`config.mk`:
```
export PLATFORM = sky130hd
export DESIGN_NAME = miner_host_ctrl
export DESIGN_NICKNAME = d
export VERILOG_FILES = /design/src/rtl/miner_host_ctrl.sv
export SDC_FILE = /design/constraint.sdc
export NUM_CORES = 1
export LEC_CHECK = 0
export CORE_MARGIN = 3
export CORE_UTILIZATION = 53
export CTS_BUF_LIST = sky130_fd_sc_hd__clkbuf_4 sky130_fd_sc_hd__clkbuf_8
export DETAILED_ROUTE_END_ITERATION = 10
export GPL_ROUTABILITY_DRIVEN = 0
export GPL_TIMING_DRIVEN = 1
export HOLD_SLACK_MARGIN = 0.08
export PLACE_DENSITY_LB_ADDON = 0.15
export SYNTH_ARGS = -nofsm -noshare
export SYNTH_HDL_FRONTEND = slang
export SYNTH_SLANG_ARGS = --single-unit
```
`constraint.sdc`:
```
create_clock -name clk -period 52 [get_ports clk]
set_input_delay 13 -clock clk [delete_from_list [all_inputs] [get_ports clk]]
set_output_delay 13 -clock clk [all_outputs]
set_load 0.05 [all_outputs]
```
`src/rtl/miner_host_ctrl.sv`:
```
// Host-side packet sequencer for the single-core miner: loads midstate/work, steps
// nonces through LDNONCE groups and reports find, exhaustion or error from barrier_i.
module miner_host_ctrl #(
  parameter logic [9:0]  NET_ID         = 10'd1,
  parameter logic [2:0]  OP_NULL        = 3'd0,
  parameter logic [2:0]  OP_INSTR       = 3'd1,
  parameter logic [2:0]  OP_REG         = 3'd2,
  parameter logic [2:0]  OP_PC          = 3'd3,
  parameter logic [2:0]  OP_BAR         = 3'd4,
  parameter int          GUARD_CYCLES   = 4,
  parameter int          SETTLE_CYCLES  = 2,
  parameter logic [31:0] TIMEOUT_CYCLES = 32'd1000000
) (
  input  logic         clk,
  input  logic         reset,
  input  logic         start_i,
  input  logic [255:0] midstate_i,
  input  logic [95:0]  work_i,
  input  logic [31:0]  nonce_start_i,
  input  logic [2:0]   barrier_i,
  input  logic         exception_i,
  output logic [9:0]   net_id_o,
  output logic [2:0]   net_op_o,
  output logic [31:0]  net_data_o,
  output logic [9:0]   net_addr_o,
  output logic         busy_o,
  output logic         found_o,
  output logic         exhausted_o,
  output logic         error_o,
  output logic [31:0]  nonce_o
);

  typedef enum logic [2:0] {
    ST_IDLE, ST_LOADWORK, ST_WAIT, ST_SETTLE, ST_LDNONCE, ST_FINISH, ST_DONE, ST_ERROR
  } state_t;

  typedef struct packed {
    logic [2:0]  op;
    logic [9:0]  addr;
    logic [31:0] data;
  } pkt_t;

  localparam pkt_t       HOLD_PKT    = '{op: OP_NULL, addr: 10'd24, data: 32'hFFFF_FFFE};
  localparam logic [7:0] GUARD_LAST  = 8'(GUARD_CYCLES);
  localparam logic [7:0] SETTLE_LAST = 8'(SETTLE_CYCLES - 1);

  function automatic pkt_t mk_pkt(input logic [2:0] op, input logic [9:0] addr,
                                  input logic [31:0] data);
    pkt_t p;
    p.op   = op;
    p.addr = addr;
    p.data = data;
    return p;
  endfunction

  state_t         state_q, state_d;
  logic [3:0]     idx_q, idx_d;
  logic [7:0]     guard_q, guard_d;
  logic [7:0]     settle_q, settle_d;
  logic [31:0]    tmo_q, tmo_d;
  logic [255:0]   midstate_q, midstate_d;
  logic [95:0]    work_q, work_d;
  logic [31:0]    nonce_start_q, nonce_start_d;
  logic [31:0]    nonce_q, nonce_d;
  logic           phase_nonce_q, phase_nonce_d;
  logic           to_finish_q, to_finish_d;
  logic           exc_pend_q, exc_pend_d;
  logic           busy_q, busy_d;
  logic           found_q, found_d;
  logic           exhausted_q, exhausted_d;
  logic           error_q, error_d;
  pkt_t           pkt_q, pkt_d;

  logic [7:0]     mid_base;
  logic [6:0]     work_base;
  logic           guard_done;

  // NOTE: every variable written here gets a default first, so no latch is inferred.
  always_comb begin
    state_d       = state_q;
    idx_d         = idx_q;
    guard_d       = guard_q;
    settle_d      = settle_q;
    tmo_d         = tmo_q;
    midstate_d    = midstate_q;
    work_d        = work_q;
    nonce_start_d = nonce_start_q;
    nonce_d       = nonce_q;
    phase_nonce_d = phase_nonce_q;
    to_finish_d   = to_finish_q;
    exc_pend_d    = exc_pend_q;
    busy_d        = busy_q;
    found_d       = found_q;
    exhausted_d   = exhausted_q;
    error_d       = error_q;
    pkt_d         = HOLD_PKT;
    mid_base      = {idx_q[2:0] - 3'd1, 5'd0};
    work_base     = {idx_q[1:0] - 2'd1, 5'd0};
    guard_done    = (guard_q >= GUARD_LAST);

    // An exception raised while packets are in flight is acted on once WAIT is reached.
    if (exception_i && (state_q inside {ST_LOADWORK, ST_SETTLE, ST_LDNONCE}))
      exc_pend_d = 1'b1;

    case (state_q)
      ST_IDLE, ST_DONE, ST_ERROR: begin
        if (start_i) begin
          midstate_d    = midstate_i;
          work_d        = work_i;
          nonce_start_d = nonce_start_i;
          found_d       = 1'b0;
          exhausted_d   = 1'b0;
          error_d       = 1'b0;
          exc_pend_d    = 1'b0;
          busy_d        = 1'b1;
          idx_d         = 4'd0;
          state_d       = ST_LOADWORK;
        end
      end

      ST_LOADWORK: begin
        if (idx_q == 4'd0)       pkt_d = mk_pkt(OP_BAR, 10'd24, 32'd7);
        else if (idx_q <= 4'd8)  pkt_d = mk_pkt(OP_REG, {6'd0, idx_q}, midstate_q[mid_base +: 32]);
        else if (idx_q <= 4'd11) pkt_d = mk_pkt(OP_REG, {6'd0, idx_q}, work_q[work_base +: 32]);
        else if (idx_q == 4'd12) pkt_d = mk_pkt(OP_REG, 10'd20, 32'd1);
        else if (idx_q == 4'd13) pkt_d = mk_pkt(OP_PC, 10'd0, 32'd2);
        if (idx_q == 4'd14) begin
          phase_nonce_d = 1'b0;
          guard_d       = 8'd0;
          tmo_d         = 32'd0;
          idx_d         = 4'd0;
          state_d       = ST_WAIT;
        end else begin
          idx_d = idx_q + 4'd1;
        end
      end

      ST_WAIT: begin
        tmo_d = tmo_q + 32'd1;
        if (!guard_done) guard_d = guard_q + 8'd1;
        settle_d = 8'd0;
        if (exception_i || exc_pend_q) begin
          exc_pend_d = 1'b0;
          error_d    = 1'b1;
          busy_d     = 1'b0;
          state_d    = ST_ERROR;
        end else if (guard_done && barrier_i == 3'b001) begin
          found_d     = 1'b1;
          to_finish_d = 1'b1;
          state_d     = ST_SETTLE;
        end else if (guard_done && barrier_i == 3'b000) begin
          if (!phase_nonce_q) begin
            nonce_d     = nonce_start_q;
            to_finish_d = 1'b0;
            state_d     = ST_SETTLE;
          end else if (nonce_q == 32'hFFFF_FFFF || nonce_q + 32'd1 == nonce_start_q) begin
            exhausted_d = 1'b1;
            busy_d      = 1'b0;
            state_d     = ST_DONE;
          end else begin
            nonce_d     = nonce_q + 32'd1;
            to_finish_d = 1'b0;
            state_d     = ST_SETTLE;
          end
        end else if (tmo_q == TIMEOUT_CYCLES) begin
          error_d = 1'b1;
          busy_d  = 1'b0;
          state_d = ST_ERROR;
        end
      end

      ST_SETTLE: begin
        if (settle_q >= SETTLE_LAST) begin
          idx_d   = 4'd0;
          state_d = to_finish_q ? ST_FINISH : ST_LDNONCE;
        end else begin
          settle_d = settle_q + 8'd1;
        end
      end

      ST_LDNONCE: begin
        case (idx_q)
          4'd0:    pkt_d = mk_pkt(OP_REG, 10'd1, nonce_q);
          4'd1:    pkt_d = mk_pkt(OP_REG, 10'd20, 32'd2);
          4'd2:    pkt_d = mk_pkt(OP_PC, 10'd0, 32'd2);
          default: pkt_d = HOLD_PKT;
        endcase
        if (idx_q == 4'd3) begin
          phase_nonce_d = 1'b1;
          guard_d       = 8'd0;
          tmo_d         = 32'd0;
          idx_d         = 4'd0;
          state_d       = ST_WAIT;
        end else begin
          idx_d = idx_q + 4'd1;
        end
      end

      ST_FINISH: begin
        case (idx_q)
          4'd0:    pkt_d = mk_pkt(OP_REG, 10'd20, 32'd3);
          4'd1:    pkt_d = mk_pkt(OP_PC, 10'd0, 32'd2);
          default: pkt_d = HOLD_PKT;
        endcase
        if (idx_q == 4'd2) begin
          busy_d  = 1'b0;
          idx_d   = 4'd0;
          state_d = ST_DONE;
        end else begin
          idx_d = idx_q + 4'd1;
        end
      end

      default: state_d = ST_IDLE;
    endcase

    // Instruction memory is never written from this sequencer.
    if (pkt_d.op == OP_INSTR) pkt_d = HOLD_PKT;
  end

  // NOTE: sequential state is updated only with non-blocking assignments.
  always_ff @(posedge clk or posedge reset) begin
    if (reset) begin
      state_q       <= ST_IDLE;
      idx_q         <= 4'd0;
      guard_q       <= 8'd0;
      settle_q      <= 8'd0;
      tmo_q         <= 32'd0;
      midstate_q    <= '0;
      work_q        <= '0;
      nonce_start_q <= 32'd0;
      nonce_q       <= 32'd0;
      phase_nonce_q <= 1'b0;
      to_finish_q   <= 1'b0;
      exc_pend_q    <= 1'b0;
      busy_q        <= 1'b0;
      found_q       <= 1'b0;
      exhausted_q   <= 1'b0;
      error_q       <= 1'b0;
      pkt_q         <= HOLD_PKT;
    end else begin
      state_q       <= state_d;
      idx_q         <= idx_d;
      guard_q       <= guard_d;
      settle_q      <= settle_d;
      tmo_q         <= tmo_d;
      midstate_q    <= midstate_d;
      work_q        <= work_d;
      nonce_start_q <= nonce_start_d;
      nonce_q       <= nonce_d;
      phase_nonce_q <= phase_nonce_d;
      to_finish_q   <= to_finish_d;
      exc_pend_q    <= exc_pend_d;
      busy_q        <= busy_d;
      found_q       <= found_d;
      exhausted_q   <= exhausted_d;
      error_q       <= error_d;
      pkt_q         <= pkt_d;
    end
  end

  assign net_id_o    = NET_ID;
  assign net_op_o    = pkt_q.op;
  assign net_addr_o  = pkt_q.addr;
  assign net_data_o  = pkt_q.data;
  assign busy_o      = busy_q;
  assign found_o     = found_q;
  assign exhausted_o = exhausted_q;
  assign error_o     = error_q;
  assign nonce_o     = nonce_q;

endmodule

```
Word level (Yosys, flattened, before mapping) --
Cells that the tools add are included.
Cells by class: add/sub/neg operators 7, order comparisons 4, equality and inequality tests 40, shifts and indexed selects 2, mux-type cells 74, bitwise operators 2, reductions and logical operators 30
Operator list (number):
- $shiftx A256 B9 Y32 | 1
- $mux W44 | 4
- $pmux W45 S3 | 1
- $pmux W44 S3 | 1
- $mux W32 | 4
- $pmux W32 S3 | 1
- $shiftx A96 B8 Y32 | 1
- $mux W45 | 2
- $pmux W44 S2 | 1
- $add A32 B1 Y32 const B | 2
- $mux W3 | 11
- $eq A32 B20 Y1 const B | 1
- $eq A32 B32 Y1 | 1
- $eq A32 B32 Y1 const B | 1
- $mux W8 | 4
- $mux W1 | 30
- $pmux W8 S3 | 1
- $ne A2 B2 Y1 const B | 11
- $mux W4 | 5
- $pmux W4 S5 | 1
- $pmux W3 S6 | 1
- $add A8 B1 Y8 const B | 2
- $pmux W8 S2 | 1
- $reduce_and A7 Y1 | 2
- other kinds (32) | 69
Word-level totals: register bits after elaboration 523, input bits 391, output and inout port bits 91, word-level logic and storage cells 178

Longest topological paths before layout --
depth in word-level cells 9, gate-level depth with buffers 17, mapped depth without buffers 11

Least setup slack after synthesis --
No wires, ideal clock.
path kind input-to-reg, start point input barrier_i[1], end point register nonce_start_q[10], setup time 0.125 ns, arrival 15.034 ns, data required time 51.875 ns, slack 36.841 ns, stages 9, path buffers 4, cells stage by stage nor3_1 -> nor3_1 -> or3_1 -> clkbuf_1 -> nor2_1 -> clkbuf_1 -> clkbuf_1 -> buf_2 -> mux2_2
RTL lines:
- start, declared | RTL line 20 | input logic [2:0] barrier_i,
- end signal, assigned | RTL line 249 | nonce_start_q <= nonce_start_d;
- end, declared | RTL line 63 | logic [31:0] nonce_start_q, nonce_start_d;

==> out/metrics.yaml <==
yosys.area_share.adder: 0.00635
fill_cells: 3524
p_total_mw: 2.19
numCtsBuffers: 88
synth-simple-area-share: 0.0810
die_y_um: 224
synth.mux.area_fraction: 0.255
rsz0062_at_grt: "no"
postLayoutCoreUtil: 0.686
ys_top_cells_by_count: "dfrtp_1 (485), mux2_2 (387), nor2_1 (151)"
hold_buffers: 0
synth_cell_types: 67
cp_cell_sequence: "clkdlybuf4s50_1 -> nor3_1 -> nor3_1 -> or3_1 -> nor2_4 -> buf_12 -> buf_12 -> mux2_2"
synth_warnings: 0
ctsResizeCount: 0
p_leak_nw: 13.1
cap_violations: 0
synthTopCellsByArea: "dfrtp_1 (48%), mux2_2 (17%), mux4_2 (5.7%)"
cts_setup_buffers: 0
vias_per_cell: 5.93
final.setup.tns_ns: 0
synth-compound-area-share: 0.0832
syn_area_mm2: 0.0252
slew_headroom: 0.159
drt_pass1_iterations: 5
pwr_density_cell_mw_per_mm2: 68.2
setup_viol: 0
grt_usage: 0.295
core_mm2: 0.0468
grt_pass1_wl_um: 114000
hp-start: "settle_q[6]$_DFFE_PP0P_"
min_path_cells: 1
synth_top_family_by_area: "multiplexers"
reg2reg_to: "midstate_q[175]$_DFFE_PP0P_"
initialDrtViolationCount: 1658
first_global_vias: 19400
ioPinCount: 482
area_growth_pct: 27.2
die_area_mm2: 0.0503
synth-seq-cells: 518
fmax_ghz: 0.0616
grt_overflow: 0
die_w_um: 224
yosysTopAreaCell: "dfrtp_1"
synth_cells: 2064
htree_num_levels: 3
critical_path.slowest_cell: "buf_12"
timing.rr.start: "idx_q[0]$_DFFE_PP0P_"
hold_violations: 0
avgSynthCellArea_um2: 12.2
nets: 2886
synthXorXnorAreaFrac: 0.0250
crit_required_ns: 52.56
antenna_found_initial: 24
fin_crit_sh: 0.312
rows: 79
antenna_left: 0
cpPeakStageDelay_ns: 0.82
crit_path_end_kind: "flip-flop"
startpoint_type: "primary input"
start_util: 0.540
yosysTopAreaCellShare: 0.481
critPathMaxFanout: 200
totalWireLength_um: 75200
wl_per_cell_um: 23.7
cts_tree: "done"
clk_latency_ns: 0.69
hold_class: "flip-flop to flip-flop"
tightestPinTransition_ns: 1.26
async_flop_share: 1.00
port_buffers: 466
synth-edff-count: 0
clock_sinks: 518
drcViolationCount: 0
seq_area_frac_synth: 0.515
slew_viol_final: 0
ir_drop_uv: 73.8
r2r_slack_ns: 46.29
grt_max_degree: 201
cts-root-buf: "clkbuf_8"
place.detailed.hpwl_um: 53800
synth_flop_cell: "dfrtp_1"
outcome: "complete, no violations"
reg2regPathDepth: 11
min_period_ns: 16.22
clk_pin_slew_ns: 0.06
vias: 18800
critical_path_class: "primary input to flip-flop"
drive_gt1_frac: 0.266
worstPathArrival_ns: 16.78
clock_skew_ns: 0.0263
cts_buffer_depth: 3
min_to: "settle_q[6]$_DFFE_PP0P_"
synth.most_common_cell: "dfrtp_1"
[through the flow]
stage | hold slack (ns) | cell area, um2 | setup WS, ns | cells
floorplan | 0.454 | 25300 | 24.58 | 2077
global placement | 0.469 | 30200 | 35.26 | 3000
detailed placement | 0.476 | 30200 | 35.24 | 3000
CTS | 0.492 | 32000 | 35.96 | 3155
global route | 0.511 | 32100 | 35.67 | 3167
finish | 0.488 | 32100 | 35.78 | 3175
[state kept, by name (all words and copies together), names as in the netlist, 3 cells and up]
name           flops
midstate_q       256
work_q            96
net_data_o        32
nonce_o           32
nonce_start_q     32
tmo_q             32
guard_q            8
settle_q           8
net_addr_o         5
idx_q              4
net_op_o           3
state_q            3
[cell families after synthesis]
| logic type | after synthesis |
|---|---|
| mux | 514 |
| flops | 518 |
| xor+xnor | 72 |
| fa+ha+maj | 13 |
| buf+inv | 196 |
| simple gates | 424 |
| compound gates | 325 |
| other cells | 2 |
[worst max path at each step]
stage | slack (ns) | startpoint | cells past startpoint | endpoint
after CTS | 35.96 | barrier_i[1] | 8 | midstate_q[46]$_DFFE_PP0P_
final | 35.78 | barrier_i[1] | 8 | midstate_q[175]$_DFFE_PP0P_
after floorplan | 24.58 | reset | 1 | busy_o$_DFFE_PP0P_
after detailed placement | 35.24 | barrier_i[1] | 8 | midstate_q[108]$_DFFE_PP0P_
after global routing | 35.67 | barrier_i[1] | 8 | midstate_q[242]$_DFFE_PP0P_
after global placement | 35.26 | barrier_i[1] | 8 | midstate_q[25]$_DFFE_PP0P_
[cell usage in the layout (no fill, tap or decap), types with 31 or more instances in the layout]
cell / n
nand3_1: 43
mux4_2: 64
dfstp_2: 33
mux2i_1: 63
xnor2_1: 38
mux2_2: 387
dfrtp_1: 483
a31oi_1: 43
a221o_1: 31
nor2_1: 150
clkbuf_8: 112
xor2_1: 33
a21oi_1: 71
nand2_1: 86
clkdlybuf4s50_1: 466
o21ai_0: 93
[metal layers]
| layer | vias to the layer above | global-route usage | share of wire |
|---|---|---|---|
| li1 | 8395 | - | - |
| met1 | 9531 | 0.368 | 0.39 |
| met2 | 744 | 0.488 | 0.50 |
| met3 | 147 | 0.0902 | 0.079 |
| met4 | 16 | 0.113 | 0.033 |
| met5 | - | 0 | 0.0013 |
[critical path, delay by kind of cell]
family        cells  cell delay [ns]
simple gates      4             1.07
mux               1             0.43
buf+inv           3             1.95
[where the power goes]
group          leakage [nW]  total [mW]  switching (mW)  internal [mW]
Clock                  1.00       0.385           0.168          0.217
Combinational          5.90        1.06           0.533          0.527
Sequential             6.24       0.746           0.145          0.600
[cell type report]
type / count / area, um2 / area share
timing repair buffer: 485 / 4830 / 0.151
tap: 607 / 759 / 0.0237
sequential: 518 / 13000 / 0.405
antenna: 20 / 50.0 / 0.00156
inverter: 27 / 109 / 0.00339
clock buffer: 137 / 1730 / 0.0539
multi-input combinational: 1363 / 11500 / 0.357
clock inverter: 18 / 140 / 0.00437
(Power assumes the default switching activity.)
